--- config.mk ---
export PLATFORM = sky130hd
export DESIGN_NAME = rffe_spi_slave_flat
export DESIGN_NICKNAME = d
export VERILOG_FILES = /design/src/rtl/rffe_spi_if.sv /design/src/rtl/rffe_spi_slave.sv /design/src/flat_wrapper.sv
export SDC_FILE = /design/constraint.sdc
export NUM_CORES = 1
export LEC_CHECK = 0
export BUFFER_PORTS_ARGS = -buffer_cell sky130_fd_sc_hd__buf_4
export CORE_MARGIN = 2
export CORE_UTILIZATION = 30
export DETAILED_ROUTE_END_ITERATION = 8
export MAX_ROUTING_LAYER = met4
export PLACE_DENSITY_LB_ADDON = 0.12
export SLEW_MARGIN = 40
export SYNTH_ARGS = -nofsm -noshare
export SYNTH_HDL_FRONTEND = slang
export SYNTH_SLANG_ARGS = --single-unit
--- constraint.sdc ---
create_clock -name clk -period 5.4 [get_ports clk]
set_input_delay 0.54 -clock clk [delete_from_list [all_inputs] [get_ports clk]]
set_output_delay 0.54 -clock clk [all_outputs]
set_load 0.01 [all_outputs]
--- src/rtl/rffe_spi_if.sv ---
// Serial wire and host-side signals of the SSC-framed SPI responder.
// The slave modport is the responder; the master modport is the driving side.
interface rffe_spi_if #(
  parameter int data_depth    = 32,
  parameter int rx_head_depth = 6
);
  logic [7:0]               frame_len;
  logic                     spi_le;
  logic                     spi_sclk;
  logic                     spi_mosi;
  logic                     spi_miso;
  logic [data_depth-1:0]    rx_frame;
  logic                     rx_valid;
  logic                     rd_req;
  logic [rx_head_depth-1:0] rd_head;
  logic [data_depth-1:0]    rd_data;
  logic                     rd_done;
  logic                     frame_err;

  modport slave (
    input  frame_len, spi_le, spi_sclk, spi_mosi, rd_data,
    output spi_miso, rx_frame, rx_valid, rd_req, rd_head, rd_done, frame_err
  );

  modport master (
    output frame_len, spi_le, spi_sclk, spi_mosi, rd_data,
    input  spi_miso, rx_frame, rx_valid, rd_req, rd_head, rd_done, frame_err
  );
endinterface

--- src/rtl/rffe_spi_slave.sv ---
// SSC-framed SPI responder: captures write frames, requests and shifts out read data.
// Serial edges act sync_stages+1 clk after the pin; no backpressure, rd_data must be ready when rd_req pulses.
module rffe_spi_slave #(
  parameter int data_depth    = 32,
  parameter int rx_head_depth = 6,
  parameter int sync_stages   = 2
) (
  input  logic      clk,
  input  logic      rst_n,
  rffe_spi_if.slave bus
);

  typedef enum logic [2:0] {IDLE, SSC_H, SSC_L, HEAD, RD_LOAD, RDATA, WAIT_LE} state_t;

  localparam logic [7:0]            HEAD_LAST = 8'(rx_head_depth - 1);
  localparam logic [data_depth-1:0] ONE       = {{(data_depth-1){1'b0}}, 1'b1};

  logic [sync_stages-1:0]   le_sync, sclk_sync, mosi_sync;
  logic                     le_s, sclk_s, mosi_s, sclk_prev, rise, fall;

  state_t                   state, state_n;
  logic [7:0]               bit_cnt, len_q, idx;
  logic [data_depth-1:0]    shreg, shreg_n, txreg;
  logic [rx_head_depth-2:0] head_sh;
  logic [rx_head_depth-1:0] head_n;
  logic                     is_rd, rd_flag, last, tx_bit;
  logic                     start, shift, wr_done, rd_hit, load, tx, cnt_rd, rd_fin, abort;

  logic                     miso_q, rx_valid_q, rd_req_q, rd_done_q, frame_err_q;
  logic [data_depth-1:0]    rx_frame_q;
  logic [rx_head_depth-1:0] rd_head_q;

  // le idles high so the synchronizer must not fake a frame start out of reset
  always_ff @(posedge clk or negedge rst_n) begin
    if (!rst_n) begin
      le_sync   <= '1;
      sclk_sync <= '0;
      mosi_sync <= '0;
      sclk_prev <= 1'b0;
    end else begin
      le_sync   <= {le_sync[sync_stages-2:0], bus.spi_le};
      sclk_sync <= {sclk_sync[sync_stages-2:0], bus.spi_sclk};
      mosi_sync <= {mosi_sync[sync_stages-2:0], bus.spi_mosi};
      sclk_prev <= sclk_s;
    end
  end

  assign le_s    = le_sync[sync_stages-1];
  assign sclk_s  = sclk_sync[sync_stages-1];
  assign mosi_s  = mosi_sync[sync_stages-1];
  assign rise    = sclk_s & ~sclk_prev;
  assign fall    = ~sclk_s & sclk_prev;

  assign idx     = len_q - 8'd1 - bit_cnt;
  assign last    = (bit_cnt + 8'd1) == len_q;
  assign rd_flag = (bit_cnt == 8'd0) ? mosi_s : is_rd;
  assign shreg_n = mosi_s ? (shreg | (ONE << idx)) : shreg;
  assign head_n  = {head_sh, mosi_s};
  assign tx_bit  = |(txreg & (ONE << idx));

  always_ff @(posedge clk or negedge rst_n) begin
    if (!rst_n) state <= IDLE;
    else        state <= state_n;
  end

  always_comb begin
    state_n = state;
    start   = 1'b0;
    shift   = 1'b0;
    wr_done = 1'b0;
    rd_hit  = 1'b0;
    load    = 1'b0;
    tx      = 1'b0;
    cnt_rd  = 1'b0;
    rd_fin  = 1'b0;
    abort   = 1'b0;
    case (state)
      IDLE:    if (!le_s) state_n = SSC_H;
      SSC_H: begin
        if (le_s)                  state_n = IDLE;
        else if (mosi_s && !sclk_s) state_n = SSC_L;
      end
      SSC_L: begin
        if (le_s) state_n = IDLE;
        else if (!mosi_s) begin
          state_n = HEAD;
          start   = 1'b1;
        end
      end
      HEAD: begin
        shift = fall;
        // a final bit landing with le rising still completes the frame
        if (fall && rd_flag && bit_cnt == HEAD_LAST) begin
          rd_hit  = 1'b1;
          state_n = RD_LOAD;
        end else if (fall && !rd_flag && last) begin
          wr_done = 1'b1;
          state_n = WAIT_LE;
        end else if (le_s) begin
          abort   = 1'b1;
          state_n = IDLE;
        end
      end
      RD_LOAD: begin
        if (le_s) begin
          abort   = 1'b1;
          state_n = IDLE;
        end else begin
          load    = 1'b1;
          state_n = RDATA;
        end
      end
      RDATA: begin
        tx     = rise;
        cnt_rd = fall;
        if (fall && last) begin
          rd_fin  = 1'b1;
          state_n = WAIT_LE;
        end else if (le_s) begin
          abort   = 1'b1;
          state_n = IDLE;
        end
      end
      WAIT_LE: if (le_s) state_n = IDLE;
      default: state_n = IDLE;
    endcase
  end

  always_ff @(posedge clk or negedge rst_n) begin
    if (!rst_n) begin
      bit_cnt     <= '0;
      len_q       <= '0;
      shreg       <= '0;
      txreg       <= '0;
      head_sh     <= '0;
      is_rd       <= 1'b0;
      miso_q      <= 1'b0;
      rx_frame_q  <= '0;
      rd_head_q   <= '0;
      rx_valid_q  <= 1'b0;
      rd_req_q    <= 1'b0;
      rd_done_q   <= 1'b0;
      frame_err_q <= 1'b0;
    end else begin
      rx_valid_q  <= wr_done;
      rd_req_q    <= rd_hit;
      rd_done_q   <= rd_fin;
      frame_err_q <= abort;
      if (start) begin
        bit_cnt <= '0;
        len_q   <= bus.frame_len;
        shreg   <= '0;
      end else if (shift || cnt_rd) begin
        bit_cnt <= bit_cnt + 8'd1;
      end
      if (shift) begin
        shreg   <= shreg_n;
        head_sh <= head_n[rx_head_depth-2:0];
        if (bit_cnt == 8'd0) is_rd <= mosi_s;
      end
      if (wr_done) rx_frame_q <= shreg_n;
      if (rd_hit)  rd_head_q  <= head_n;
      if (load)    txreg      <= bus.rd_data;
      if (abort || rd_fin) miso_q <= 1'b0;
      else if (tx)         miso_q <= tx_bit;
    end
  end

  assign bus.spi_miso  = miso_q;
  assign bus.rx_frame  = rx_frame_q;
  assign bus.rx_valid  = rx_valid_q;
  assign bus.rd_req    = rd_req_q;
  assign bus.rd_head   = rd_head_q;
  assign bus.rd_done   = rd_done_q;
  assign bus.frame_err = frame_err_q;

endmodule

--- src/flat_wrapper.sv ---
// flat-port wrapper written by rule: the top's interface ports become plain ports
module rffe_spi_slave_flat 
#(
  parameter int data_depth    = 32,
  parameter int rx_head_depth = 6,
  parameter int sync_stages   = 2
)
  (clk, rst_n, bus_frame_len, bus_spi_le, bus_spi_sclk, bus_spi_mosi, bus_rd_data, bus_spi_miso, bus_rx_frame, bus_rx_valid, bus_rd_req, bus_rd_head, bus_rd_done, bus_frame_err);
  rffe_spi_if #(.data_depth(data_depth), .rx_head_depth(rx_head_depth)) bus_i ();
  input  logic clk;
  input  logic rst_n;
  input wire logic [$bits(bus_i.frame_len)-1:0] bus_frame_len;
  input wire logic [$bits(bus_i.spi_le)-1:0] bus_spi_le;
  input wire logic [$bits(bus_i.spi_sclk)-1:0] bus_spi_sclk;
  input wire logic [$bits(bus_i.spi_mosi)-1:0] bus_spi_mosi;
  input wire logic [$bits(bus_i.rd_data)-1:0] bus_rd_data;
  output wire logic [$bits(bus_i.spi_miso)-1:0] bus_spi_miso;
  output wire logic [$bits(bus_i.rx_frame)-1:0] bus_rx_frame;
  output wire logic [$bits(bus_i.rx_valid)-1:0] bus_rx_valid;
  output wire logic [$bits(bus_i.rd_req)-1:0] bus_rd_req;
  output wire logic [$bits(bus_i.rd_head)-1:0] bus_rd_head;
  output wire logic [$bits(bus_i.rd_done)-1:0] bus_rd_done;
  output wire logic [$bits(bus_i.frame_err)-1:0] bus_frame_err;
  assign bus_i.frame_len = bus_frame_len;
  assign bus_i.spi_le = bus_spi_le;
  assign bus_i.spi_sclk = bus_spi_sclk;
  assign bus_i.spi_mosi = bus_spi_mosi;
  assign bus_i.rd_data = bus_rd_data;
  assign bus_spi_miso = bus_i.spi_miso;
  assign bus_rx_frame = bus_i.rx_frame;
  assign bus_rx_valid = bus_i.rx_valid;
  assign bus_rd_req = bus_i.rd_req;
  assign bus_rd_head = bus_i.rd_head;
  assign bus_rd_done = bus_i.rd_done;
  assign bus_frame_err = bus_i.frame_err;
  rffe_spi_slave #(.data_depth(data_depth), .rx_head_depth(rx_head_depth), .sync_stages(sync_stages)) u_core (.clk(clk), .rst_n(rst_n), .bus(bus_i));
endmodule
---- Yosys cells after proc, flatten, opt, wreduce, memory -nomap -nowiden ----
Cells that the tools add are included.
storage, ports and cells
  bits in registers ....................... 139
  bits of input ports ..................... 45
  output and inout bits ................... 43
  word-level logic and storage cells ...... 95
cells by class
  add/subtract/negate cells ............... 3
  eq/ne operators ......................... 11
  shift-type cells ........................ 1
  multiplexer cells ....................... 39
  bitwise logic cells ..................... 6
  reduce and logical (&&, ||, !) cells .... 17
operators by type and width
  cell                                                                    count
  32-bit two-way mux                                                      3
  32-bit AND                                                              1
  32-bit OR                                                               1
  32-bit OR reduction                                                     1
  1-bit by 8-bit << shifter with 32-bit output (first input constant)     1
  3-bit two-way mux                                                       10
  1-bit two-way mux                                                       22
  3-bit one-hot mux with 7 select lines                                   1
  8-bit two-way mux                                                       2
  3-bit equality test (second input constant)                             3
  8-bit by 1-bit adder with 8-bit output (second input constant)          1
  8-bit by 3-bit equality test with 1-bit output (second input constant)  1
  8-bit equality test                                                     1
  8-bit logical NOT                                                       1
  8-bit by 1-bit subtractor with 8-bit output (second input constant)     1
  8-bit subtractor                                                        1
  3-bit by 2-bit equality test with 1-bit output (second input constant)  2
  1-bit logical AND                                                       6
  2-bit nonzero test                                                      3
  3-bit by 1-bit equality test with 1-bit output (second input constant)  1
  3-bit logical NOT                                                       1
  3-bit by 1-bit != test with 1-bit output (second input constant)        1
  3-bit by 2-bit != test with 1-bit output (second input constant)        1
  1-bit one-hot mux with 3 select lines                                   1
  other kinds (6)                                                         10

---- Logic depth before layout (Yosys ltp) ----
Gate-level depths: netlist of the first run.
  word-level depth ........................ 10
  gate-level depth with buffers ........... 14

---- Worst setup path after synthesis of the first run ----
OpenSTA, ideal clock, no wires.
  path type ............................... reg-to-reg
  start point ............................. register u_core.bit_cnt[0]
  end point ............................... register u_core.miso_q (netlist: u_core.bus.spi_miso)
  arrival time ............................ 2.856 ns
  required time ........................... 5.267 ns
  setup slack ............................. 2.412 ns
  cell stages (with the launch flop) ...... 11
  path buffers ............................ 1
  period minus slack after synthesis ...... 2.988 ns
  cell sequence ........................... dfrtp_1 inv_1 ha_1 inv_1 fa_1 clkbuf_1 mux2_2 a221o_1 a221o_1 a2111oi_2 nor4_1
on the way
  longest elaborated chain between the ends .. 10
  elaborated cells between the ends (all ways) .. 25
  those cells by class .................... add/sub: 2; eq/ne: 2; shift: 1; mux: 9; bitwise: 1; reduce/logical: 10
RTL lines
  element                                                                                          line                   source
  from (decl)                                                                                      rffe_spi_slave.sv:22   logic [7:0] bit_cnt, len_q, idx;
  from (signal assigned)                                                                           rffe_spi_slave.sv:154  bit_cnt <= bit_cnt + 8'd1;
  parallel branches: the longest is 10 deep, another holds 8-bit by 1-bit adder with 8-bit output  n/a
  to (signal assigned)                                                                             rffe_spi_slave.sv:165  else if (tx) miso_q <= tx_bit;
  to (decl)                                                                                        rffe_spi_slave.sv:29   logic miso_q, rx_valid_q, rd_req_q, rd_done_q, frame_err_q;
Parallel ways; which one is timed is not known. The select of a mux whose other input is x is not followed.
A chain may end at the register's enable or synchronous reset.

---- Worst setup path in the final report of the first run ----
  start point ............................. register u_core.bit_cnt[0]
  end point ............................... register u_core.shreg[1]
on the way
  longest elaborated chain between the ends .. 5
RTL lines
  element                                       line                   source
  8-bit subtractor                              rffe_spi_slave.sv:54   assign idx = len_q - 8'd1 - bit_cnt;
  1-bit by 8-bit << shifter with 32-bit output  rffe_spi_slave.sv:57   assign shreg_n = mosi_s ? (shreg | (ONE << idx)) : shreg;
  32-bit OR                                     rffe_spi_slave.sv:57
  32-bit two-way mux                            rffe_spi_slave.sv:57
  32-bit two-way mux                            rffe_spi_slave.sv:156  if (shift) begin
  to (signal assigned)                          rffe_spi_slave.sv:157  shreg <= shreg_n;
  to (decl)                                     rffe_spi_slave.sv:23   logic [data_depth-1:0] shreg, shreg_n, txreg;
Every way passes these cells.

==> run_results.csv, run 1 <==
group,metric,value,unit
synth,ys_warn_count,0,
clock_network,numCtsBuffers,17,
placement,dp_hpwl,11500,um
power,ir_drop,285,uV
synth,synth.area.top_cells,"dfrtp_1 (53%), mux2_2 (8.8%), nand2_1 (4.7%)",
placement,place.gp.congestion,0.809,
drt,remaining_drc_errors,0,
flow_run,drv_cap,0,
final_layout,seqCellArea,3480,um2
clock_network,hold_buffers,0,
drt,first_pass_iters,4,
clock_network,cts_buffer_depth,2,
setup_path,cp-end-kind,"flip-flop",
drt,drtIter0Drc,264,
setup_path,r2r_setup_slack,2.04,ns
sta,slew_violations,0,
synth,yosysSeqAreaShare,53.5,%
sta,final.setup.tns,0,ns
floorplanning,num_rows,53,
setup_path,crit_path_start_kind,"flip-flop",
clock_network,insertion_delay,0.42,ns
hold_path,min_path_type,"in -> async",
clock_network,root_buffer,"clkbuf_16",
final_layout,fillers,2121,
clock_network,cts_resized,0,
final_layout,n_antenna_cell,0,
grt,gr-max-usage-layer,"met2",
synth,netlist.top_cell.by_area,"dfrtp_1",
synth,syn_area,6500,um2
drt,postRouteWirelength,15900,um
floorplanning,core_area,21200,um2
setup_path,critPathKind,"reg -> reg",
drt,antenna_left,0,
setup_path,r2r_start,"u_core.bit_cnt[0]",
grt,grtUsageTotal,15.1,%
drt,via_count,4704,
placement,dpl_cell_area,7450,um2
synth,synth_most_common_cell,"dfrtp_1",
sta,setup_viol,0,
drt,via_per_inst,4.87,
setup_path,path_max_fanout,11,
synth,synth_seq_cells,139,
setup_path,worstRegToRegCells,13,
synth,yosysTopAreaCellShare,52.7,%
grt,antenna_found_initial,0,
sta,fmax,297,MHz
sta,rsz0062_at_grt,"no",
sta,fin_crit,3.36,ns
final_layout,area_growth,24.4,%
synth,synth_edf_count,0,
grt,first_global_vias,4793,
synth,synth_cells,591,
clock_network,h-tree-depth,4,
clock_network,clk_pin_slew_worst_paths,0.06,ns
status,outcome,"finished, final reports clean",
floorplanning,die_w,151,um
setup_path,crit_required,5.74,ns
setup_path,arrival,3.70,ns
sta,fin_crit_sh,62.3,%
floorplanning,chipHeight,151,um
grt,grtUsageMet1,20.4,%
sta,skew,0.00985,ns
clock_network,cts_sinks,139,
clock_network,cts_tree,"yes",
sta,worstMarginPinSlew,0.726,ns
final_layout,drive_gt1_share,28.2,%
grt,grt_max_degree,79,
synth,ys_types,64,
final_layout,nets,734,
grt,grt_use_met3,3.31,%
final_layout,multiInputGateArea,2850,um2
grt,grt_pass1_wl,25700,um
setup_path,reg2reg_to,"u_core.shreg[1]",
placement,port_buffers,87,
synth,async_reset_ff_share,100,%
floorplanning,start_util,30.8,%
grt,overflow,0,
clock_network,postCtsSetupBuffers,0,
sta,slew_headroom,51.6,%
floorplanning,top_level_ports,88,
synth,synth_nets,647,
floorplanning,die_area,22900,um2
power,powerDensity,432,nW/um2
final_layout,postLayoutCellArea,8100,um2
grt,gr-usage-met2,23.3,%
drt,wire_per_inst,16.4,um
power,p_leak,3.74,nW
synth,synth_area_per_cell,11.0,um2
synth,synth_common_cells,"dfrtp_1 (137), nand2_1 (81), mux2_2 (51)",
synth,ys.flop_type,"dfrtp_1",
sta,hold_viol,0,
## state kept, by name, indices dropped and copies added (netlist names), 2 cells and up
signal,flops
u_core.txreg,32
u_core.len_q,8
u_core.bit_cnt,8
u_core.state,3
u_core.bus.rd_head,6
u_core.le_sync,2
u_core.mosi_sync,2
u_core.head_sh,5
u_core.sclk_sync,2
u_core.shreg,32
u_core.bus.rx_frame,32
## kinds of logic after synthesis
group / share of synthesized area [%]
compound gates: 11.9
flops: 53.5
xor+xnor: 2.73
buf+inv: 2.79
simple gates: 12.7
fa+ha+maj: 2.23
mux: 14.2
## placed cells by master (no fill, tap or decap), types with 3 or more instances in the layout
cell type / n
nand3_1: 14
nor3b_1: 3
buf_4: 92
nand3b_1: 3
nor2b_1: 5
a31oi_1: 12
nand2b_1: 6
a21oi_1: 16
inv_6: 4
nand2_1: 81
o31ai_1: 4
mux2i_1: 11
clkbuf_16: 17
nor3_1: 6
inv_1: 15
nor2_1: 27
and3_1: 5
or3_1: 3
o21ai_0: 25
xor2_1: 6
bufinv_16: 4
o21ai_1: 40
clkinv_4: 4
xnor2_1: 8
mux2_2: 51
nor4_1: 5
buf_6: 3
dfrtp_1: 137
a221o_1: 4
mux2_1: 21
ha_1: 10
## area by class of cell
| cell class | instances | area share (%) |
|---|---|---|
| flip-flops and latches | 139 | 43.0 |
| multi-input cells | 410 | 35.3 |
| repair buffers | 95 | 8.95 |
| clock buffers | 17 | 5.26 |
| well taps | 275 | 4.25 |
| clock inverters | 15 | 2.60 |
| inverters | 15 | 0.696 |
## critical path, stage by stage, from the launching register on
cell      delay (ns)
dfrtp_1         0.44
inv_1           0.11
ha_1            0.19
inv_1           0.07
fa_2            0.44
nand2b_1        0.19
a21oi_2         0.23
o31a_1          0.16
o211ai_1        0.10
a211oi_1        0.29
buf_4           0.25
and3_1          0.33
nand3_2         0.25
o21ai_1         0.21
## how the worst max path moves through the flow
stage	startpoint	end	slack, ns	cells past startpoint
floorplan	u_core.bit_cnt[0]	u_core.bus.spi_miso	2.41	10
global placement	u_core.bit_cnt[4]	u_core.bus.rx_frame[0]	1.74	9
detailed placement	u_core.bit_cnt[0]	u_core.bus.spi_miso	1.88	11
CTS	u_core.bit_cnt[0]	u_core.bus.spi_miso	1.82	11
global route	u_core.bit_cnt[0]	u_core.shreg[1]	1.72	13
finish	u_core.bit_cnt[0]	u_core.shreg[1]	2.04	13
## per-layer routing
| metal | routed length, um | vias to the layer above | share of wire [%] |
|---|---|---|---|
| met5 | 0 | - | 0 |
| met4 | 144 | 0 | 0.91 |
| met3 | 533 | 11 | 3.4 |
| met2 | 7470 | 95 | 47 |
| met1 | 7740 | 2311 | 49 |
| li1 | - | 2287 | - |
## where the power goes
group          switching, W  internal (W)  leakage [nW]
registers         0.0000555       0.00109          1.90
clock network      0.000466      0.000780         0.305
logic              0.000743      0.000367          1.53
total               0.00127       0.00223          3.74
## per-stage QoR
stage | hold WS [ns] | std cells | util (%) | power [W] | setup WS [ns]
after floorplan | 0.244 | 591 | - | 0.00191 | 2.41
after global placement | 0.333 | 932 | 35.1 | 0.00226 | 1.74
after detailed placement | 0.336 | 934 | 35.2 | 0.00227 | 1.88
after CTS | 0.186 | 966 | 38.2 | 0.00354 | 1.82
after global routing | 0.204 | 966 | 38.3 | 0.00371 | 1.72
final | 0.162 | 966 | 38.3 | 0.00350 | 2.04
No activity file was read; power rests on OpenSTA's default activity.
==> run 2: changes to the inputs <==
- clock period: 5.4 -> 3.4 ns (I/O delays scaled with it)
==> run_results.csv, run 2 (synthesized netlist as in run 1, its figures left out) <==
group,metric,value,unit
floorplanning,die_w,151,um
sta,holdWs,-0.0309,ns
sta,slew_headroom,51.0,%
drt,via_per_inst,4.92,
setup_path,crit_required,3.70,ns
sta,rsz0062_at_grt,"no",
drt,via_count,4816,
setup_path,arrival,3.47,ns
status,violations,"negative hold slack",
setup_path,path_max_fanout,49,
sta,hold_viol,28,
power,p_leak,3.78,nW
floorplanning,start_util,30.8,%
final_layout,final_common_cell,"dfrtp_1",
clock_network,clk_pin_slew_worst_paths,0.06,ns
drt,drtIter0Drc,293,
floorplanning,die_area,22900,um2
setup_path,r2r_setup_slack,0.23,ns
sta,fin_crit,3.17,ns
drt,remaining_drc_errors,0,
final_layout,n_antenna_cell,0,
drt,met2_length,7690,um
final_layout,area_growth,25.5,%
final_layout,multiInputGateArea,2860,um2
flow_run,drv_cap,0,
grt,grt_pass1_wl,26200,um
setup_path,reg2reg_to,"u_core.bus.rx_frame[11]",
sta,worstMarginPinSlew,0.735,ns
sta,setup_viol,0,
final_layout,drive_gt1_share,29.0,%
clock_network,cts_sinks,139,
placement,port_buffers,87,
sta,skew,0.00700,ns
clock_network,numCtsBuffers,17,
clock_network,root_buffer,"clkbuf_16",
floorplanning,top_level_ports,88,
clock_network,cts_buffer_depth,2,
drt,postRouteWirelength,16200,um
setup_path,critPathKind,"reg -> reg",
drt,first_pass_iters,5,
floorplanning,num_rows,53,
drt,topRoutingLayerUsed,"met4",
setup_path,crit_path_start_kind,"flip-flop",
status,outcome,"complete, but fails checks",
clock_network,h-tree-depth,4,
grt,grt_max_degree,88,
grt,grtUsageTotal,15.6,%
sta,final.setup.tns,0,ns
setup_path,cp-end-kind,"flip-flop",
final_layout,nets,747,
drt,wl_met1,7650,um
final_layout,seqCellArea,3480,um2
power,ir_drop,373,uV
drt,antenna_left,0,
sta,fmax,315,MHz
placement,dp_hpwl,11400,um
drt,wire_per_inst,16.6,um
setup_path,startpoint,"u_core.bit_cnt[4]",
clock_network,insertion_delay,0.43,ns
setup_path,worstRegToRegCells,8,
grt,antenna_found_initial,0,
sta,slew_violations,0,
grt,first_global_vias,4857,
hold_path,min_path_type,"in -> async",
placement,dp_cells,945,
sta,fin_crit_sh,93.3,%
drt,routed-wl-met3,686,um
floorplanning,chipHeight,151,um
grt,overflow,0,
final_layout,fillers,2115,
floorplanning,core_area,21200,um2
placement,place.gp.congestion,0.819,
final_layout,mostFrequentLayoutCells,"dfrtp_1 (137), buf_4 (103), nand2_1 (81)",
clock_network,cts_tree,"yes",
power,powerDensity,685,nW/um2
final_layout,fin_cells,979,
setup_path,r2r_start,"u_core.bit_cnt[4]",
==> run 2: cell count changes in the layout (fill, tap and decap cells not counted), sizes merged <==
cell	delta
dlygate4sd3	+2
inv	-2
clkinvlp	+1
clkinv	-2
buf	+10
clkbuf	+6
bufinv	-2
==> run 2: worst max path at each step <==
| stage | to | slack, ns | cells after the start |
|---|---|---|---|
| floorplan | u_core.bus.spi_miso | 0.41 | 10 |
| global placement | u_core.bus.spi_miso | 0.23 | 9 |
| detailed placement | u_core.shreg[25] | 0.17 | 12 |
| CTS | u_core.shreg[25] | 0.17 | 12 |
| global route | u_core.shreg[5] | 0.05 | 12 |
| finish | u_core.bus.rx_frame[11] | 0.23 | 8 |
==> run 2: routing by layer <==
metal | global-route usage [%] | up-vias
met2 | 24.1 | 131
met3 | 3.77 | 13
met5 | - | -
met4 | 4.63 | 0
met1 | 20.3 | 2366
li1 | - | 2306
==> run 2: critical path, cell delays in order (launching register included) <==
cell and delay [ns]:
dfrtp_1 0.48, or4_1 0.63, nor3b_1 0.26, mux2i_1 0.48, inv_1 0.10, nor3_1 0.30
nand3b_1 0.22, buf_12 0.24, mux2_1 0.33
==> run 2: cell type report <==
class / instances / share of cell area, %
clock buffers: 22 / 5.68
clock inverters: 10 / 1.41
inverters: 15 / 0.690
multi-input cells: 410 / 35.0
flip-flops and latches: 139 / 42.6
well taps: 275 / 4.21
repair buffers: 108 / 10.4
==> run 2: repair_timing <==
action,4_1_cts,5_1_grt
endpoints found under the setup margin,0,39
resized for setup,0,3
endpoints found under the hold margin,2,0
setup buffers,0,0
hold buffers,2,0
==> run 2: through the flow <==
step	hold WS, ns	setup WS, ns	instance area [um2]	power (W)	utilization (%)
floorplan	0.0444	0.412	6500	0.00304	-
global placement	0.335	0.229	7550	0.00375	35.7
detailed placement	0.337	0.172	7550	0.00377	35.7
CTS	0.000858	0.167	8150	0.00564	38.5
global route	0.000879	0.0486	8170	0.00595	38.6
finish	-0.0309	0.229	8170	0.00560	38.6
==> run 2: power breakdown <==
group	internal [W]	switching, W
Sequential	0.00173	0.0000912
Clock	0.00112	0.000722
Combinational	0.000732	0.00121
==> run 3: changes to the inputs <==
- ABC_AREA: default -> 1
==> run_results.csv, run 3 <==
group,metric,value,unit
setup_path,critPathKind,"reg -> reg",
synth,yosysTopAreaCellShare,51.2,%
drt,via_per_inst,4.60,
clock_network,postCtsSetupBuffers,0,
synth,synth_cells,755,
synth,synth.area.top_cells,"dfrtp_1 (51%), nand2_1 (8.9%), inv_1 (6.0%)",
setup_path,worstRegToRegCells,19,
sta,final.setup.tns,0,ns
final_layout,multiInputGateArea,2660,um2
drt,via_count,5255,
flow_run,drv_cap,0,
sta,slew_headroom,50.5,%
sta,worstMarginPinSlew,0.742,ns
sta,setup_viol,0,
placement,dp_hpwl,12500,um
sta,fin_crit,3.07,ns
setup_path,arrival,3.43,ns
setup_path,cpPeakStageDelay,0.47,ns
clock_network,clk_pin_slew_worst_paths,0.06,ns
setup_path,crit_path_start_kind,"flip-flop",
synth,netlist.top_cell.by_area,"dfrtp_1",
sta,hold_viol,0,
power,power.internal,0.00344,W
power,powerDensity,657,nW/um2
drt,wire_per_inst,15.4,um
synth,ys_types,39,
final_layout,area_growth,23.9,%
setup_path,crit_required,3.76,ns
sta,skew,0.00959,ns
sta,rsz0062_at_grt,"no",
floorplanning,core_area,21800,um2
setup_path,cp-endpoint,"u_core.bus.spi_miso",
clock_network,root_buffer,"clkbuf_16",
power,p_seq_share,34.6,%
setup_path,r2r_start,"u_core.bit_cnt[0]",
setup_path,path_max_fanout,8,
synth,ys.flop_type,"dfrtp_1",
floorplanning,die_area,23500,um2
power,power_frac_clock,35.2,%
setup_path,reg2reg_to,"u_core.bus.spi_miso",
grt,grtUsageTotal,16.4,%
final_layout,postLayoutCellArea,8290,um2
grt,grt_pass1_wl,29300,um
sta,fmax,326,MHz
final_layout,drive_gt1_share,22.6,%
floorplanning,chipHeight,153,um
power,power.total,0.00545,W
setup_path,cpMostUsedCell,"nand2_1",
power,ir_drop,357,uV
synth,async_reset_ff_share,100,%
synth,syn_area,6690,um2
grt,grt_max_degree,75,
final_layout,nets,906,
final_layout,seqCellArea,3480,um2
clock_network,cts_buffer_depth,2,
power,p_switching,0.00201,W
drt,first_pass_iters,6,
clock_network,insertion_delay,0.43,ns
final_layout,fillers,2268,
grt,antenna_found_initial,0,
final_layout,n_antenna_cell,0,
status,outcome,"finished, final reports clean",
clock_network,h-tree-depth,4,
setup_path,cp-end-kind,"flip-flop",
floorplanning,die_w,153,um
placement,dpl_cell_area,7660,um2
synth,synth_seq_cells,139,
drt,antenna_left,0,
setup_path,startpoint,"u_core.bit_cnt[0]",
synth,synth_area_per_cell,8.86,um2
drt,drtIter0Drc,238,
power,pwr-share-comb,30.2,%
drt,remaining_drc_errors,0,
setup_path,path_cells,"inv_1 > ha_1 > inv_1 > fa_1 > inv_1 > nand2_1 > nand4_1 > nand2_1 > nor2_2 > nand4_1 > nor2_1 > nand3_1 > nand2_1 > nor2_1 > nand2_1 > nor2_1 > nand3_1 > nand2_1 > inv_1",
synth,synth_nets,811,
setup_path,r2r_setup_slack,0.33,ns
setup_path,cpMaxStageDelayCell,"fa_1",
grt,overflow,0,
power,switching_share,36.9,%
clock_network,cts_tree,"yes",
grt,first_global_vias,5447,
floorplanning,num_rows,54,
floorplanning,start_util,30.7,%
synth,synth_common_cells,"nand2_1 (159), dfrtp_1 (137), inv_1 (107)",
floorplanning,top_level_ports,88,
final_layout,final_common_cell,"nand2_1",
sta,slew_violations,0,
final_layout,mostFrequentLayoutCells,"nand2_1 (159), dfrtp_1 (137), inv_1 (107)",
synth,synth_most_common_cell,"nand2_1",
power,p_leak,4.01,nW
synth,ys_warn_count,0,
sta,fin_crit_sh,90.2,%
synth,yosysSeqAreaShare,52.0,%
hold_path,min_path_type,"in -> reg",
placement,port_buffers,87,
clock_network,numCtsBuffers,17,
placement,place.gp.congestion,0.837,
clock_network,cts_sinks,139,
drt,postRouteWirelength,17600,um
synth,synth_edf_count,0,
==> run 3: cell types whose count changed after synthesis, moves of 11 or more <==
cell | previous run | this run
nor2_1 | 27 | 58
inv_1 | 15 | 107
mux2i_1 | 11 | 0
nand3_1 | 14 | 70
o21ai_2 | 0 | 11
nand4_1 | 2 | 19
o21ai_1 | 40 | 21
o22ai_1 | 1 | 37
nand2_1 | 81 | 159
mux2_1 | 21 | 0
mux2_2 | 51 | 32
a31oi_1 | 12 | 1
==> run 3: layout make-up <==
| class | count | area share [%] |
|---|---|---|
| timing repair buffer | 101 | 9.37 |
| clock inverter | 13 | 1.98 |
| tap | 280 | 4.23 |
| clock buffer | 19 | 5.34 |
| inverter | 110 | 4.98 |
| multi-input combinational | 481 | 32.1 |
| sequential | 139 | 42.0 |
==> run 3: what timing repair did <==
item / in CTS / in global routing
gates resized for setup: 0 / 5
hold buffers: 1 / 0
endpoints found under the hold margin: 57 / 0
setup endpoints to repair: 0 / 27
==> run 3: layer usage <==
layer / wire length (um) / GRT usage (%) / up-vias
li1: - / - / 2659
met1: 8740 / 22.7 / 2467
met2: 7830 / 24.0 / 106
met3: 720 / 3.26 / 23
met4: 299 / 5.33 / 0
met5: 0 / - / -
==> run 3: kinds of logic (layout without fill, tap and decap cells) <==
family	Yosys count	after routing	synth area share (%)
buffers and inverters	135	243	8.43
flip-flops	139	139	52.0
XOR/XNOR	11	11	1.44
AND/OR/NAND/NOR	323	323	21.3
adder cells (fa/ha/maj)	11	11	2.17
AO/OA/AOI/OAI	104	104	9.24
multiplexers	32	32	5.39
==> run 3: power by group through the flow <==
stage               Clock (W)  Combinational, W  Sequential, W
floorplan                   0           0.00117        0.00188
finish                0.00192           0.00164        0.00188
global route          0.00205           0.00190        0.00190
CTS                   0.00197           0.00163        0.00188
global placement            0           0.00162        0.00191
detailed placement          0           0.00162        0.00191
==> run 3: critical path, delay by kind of cell, from the launching register on <==
family,cells,cell delay [ns]
adder cells (fa/ha/maj),2,0.67
buffers and inverters,4,0.36
flip-flops,1,0.39
AND/OR/NAND/NOR,13,1.56
==> run 3: how the worst min path moves through the flow <==
stage | start | endpoint | slack (ns) | depth (start not counted)
after floorplan | rst_n | u_core.bit_cnt[0] | 0.04 | 0
after global placement | u_core.mosi_sync[0] | u_core.mosi_sync[1] | 0.33 | 0
after detailed placement | u_core.mosi_sync[0] | u_core.mosi_sync[1] | 0.34 | 0
after CTS | bus_spi_sclk | u_core.sclk_sync[0] | 0.006 | 1
after global routing | bus_spi_mosi | u_core.mosi_sync[0] | 0.006 | 1
final | bus_spi_mosi | u_core.mosi_sync[0] | 0.03 | 1
==> run 3: per-stage QoR <==
stage	utilization, %	setup slack, ns	cells	hold WS, ns
2_1_floorplan	-	0.816	755	0.0444
3_3_place_gp	35.0	0.179	1109	0.334
3_5_place_dp	35.1	0.166	1110	0.336
4_1_cts	37.9	0.164	1143	0.00580
5_1_grt	38.0	0.0435	1143	0.00581
6_report	38.0	0.332	1143	0.0262
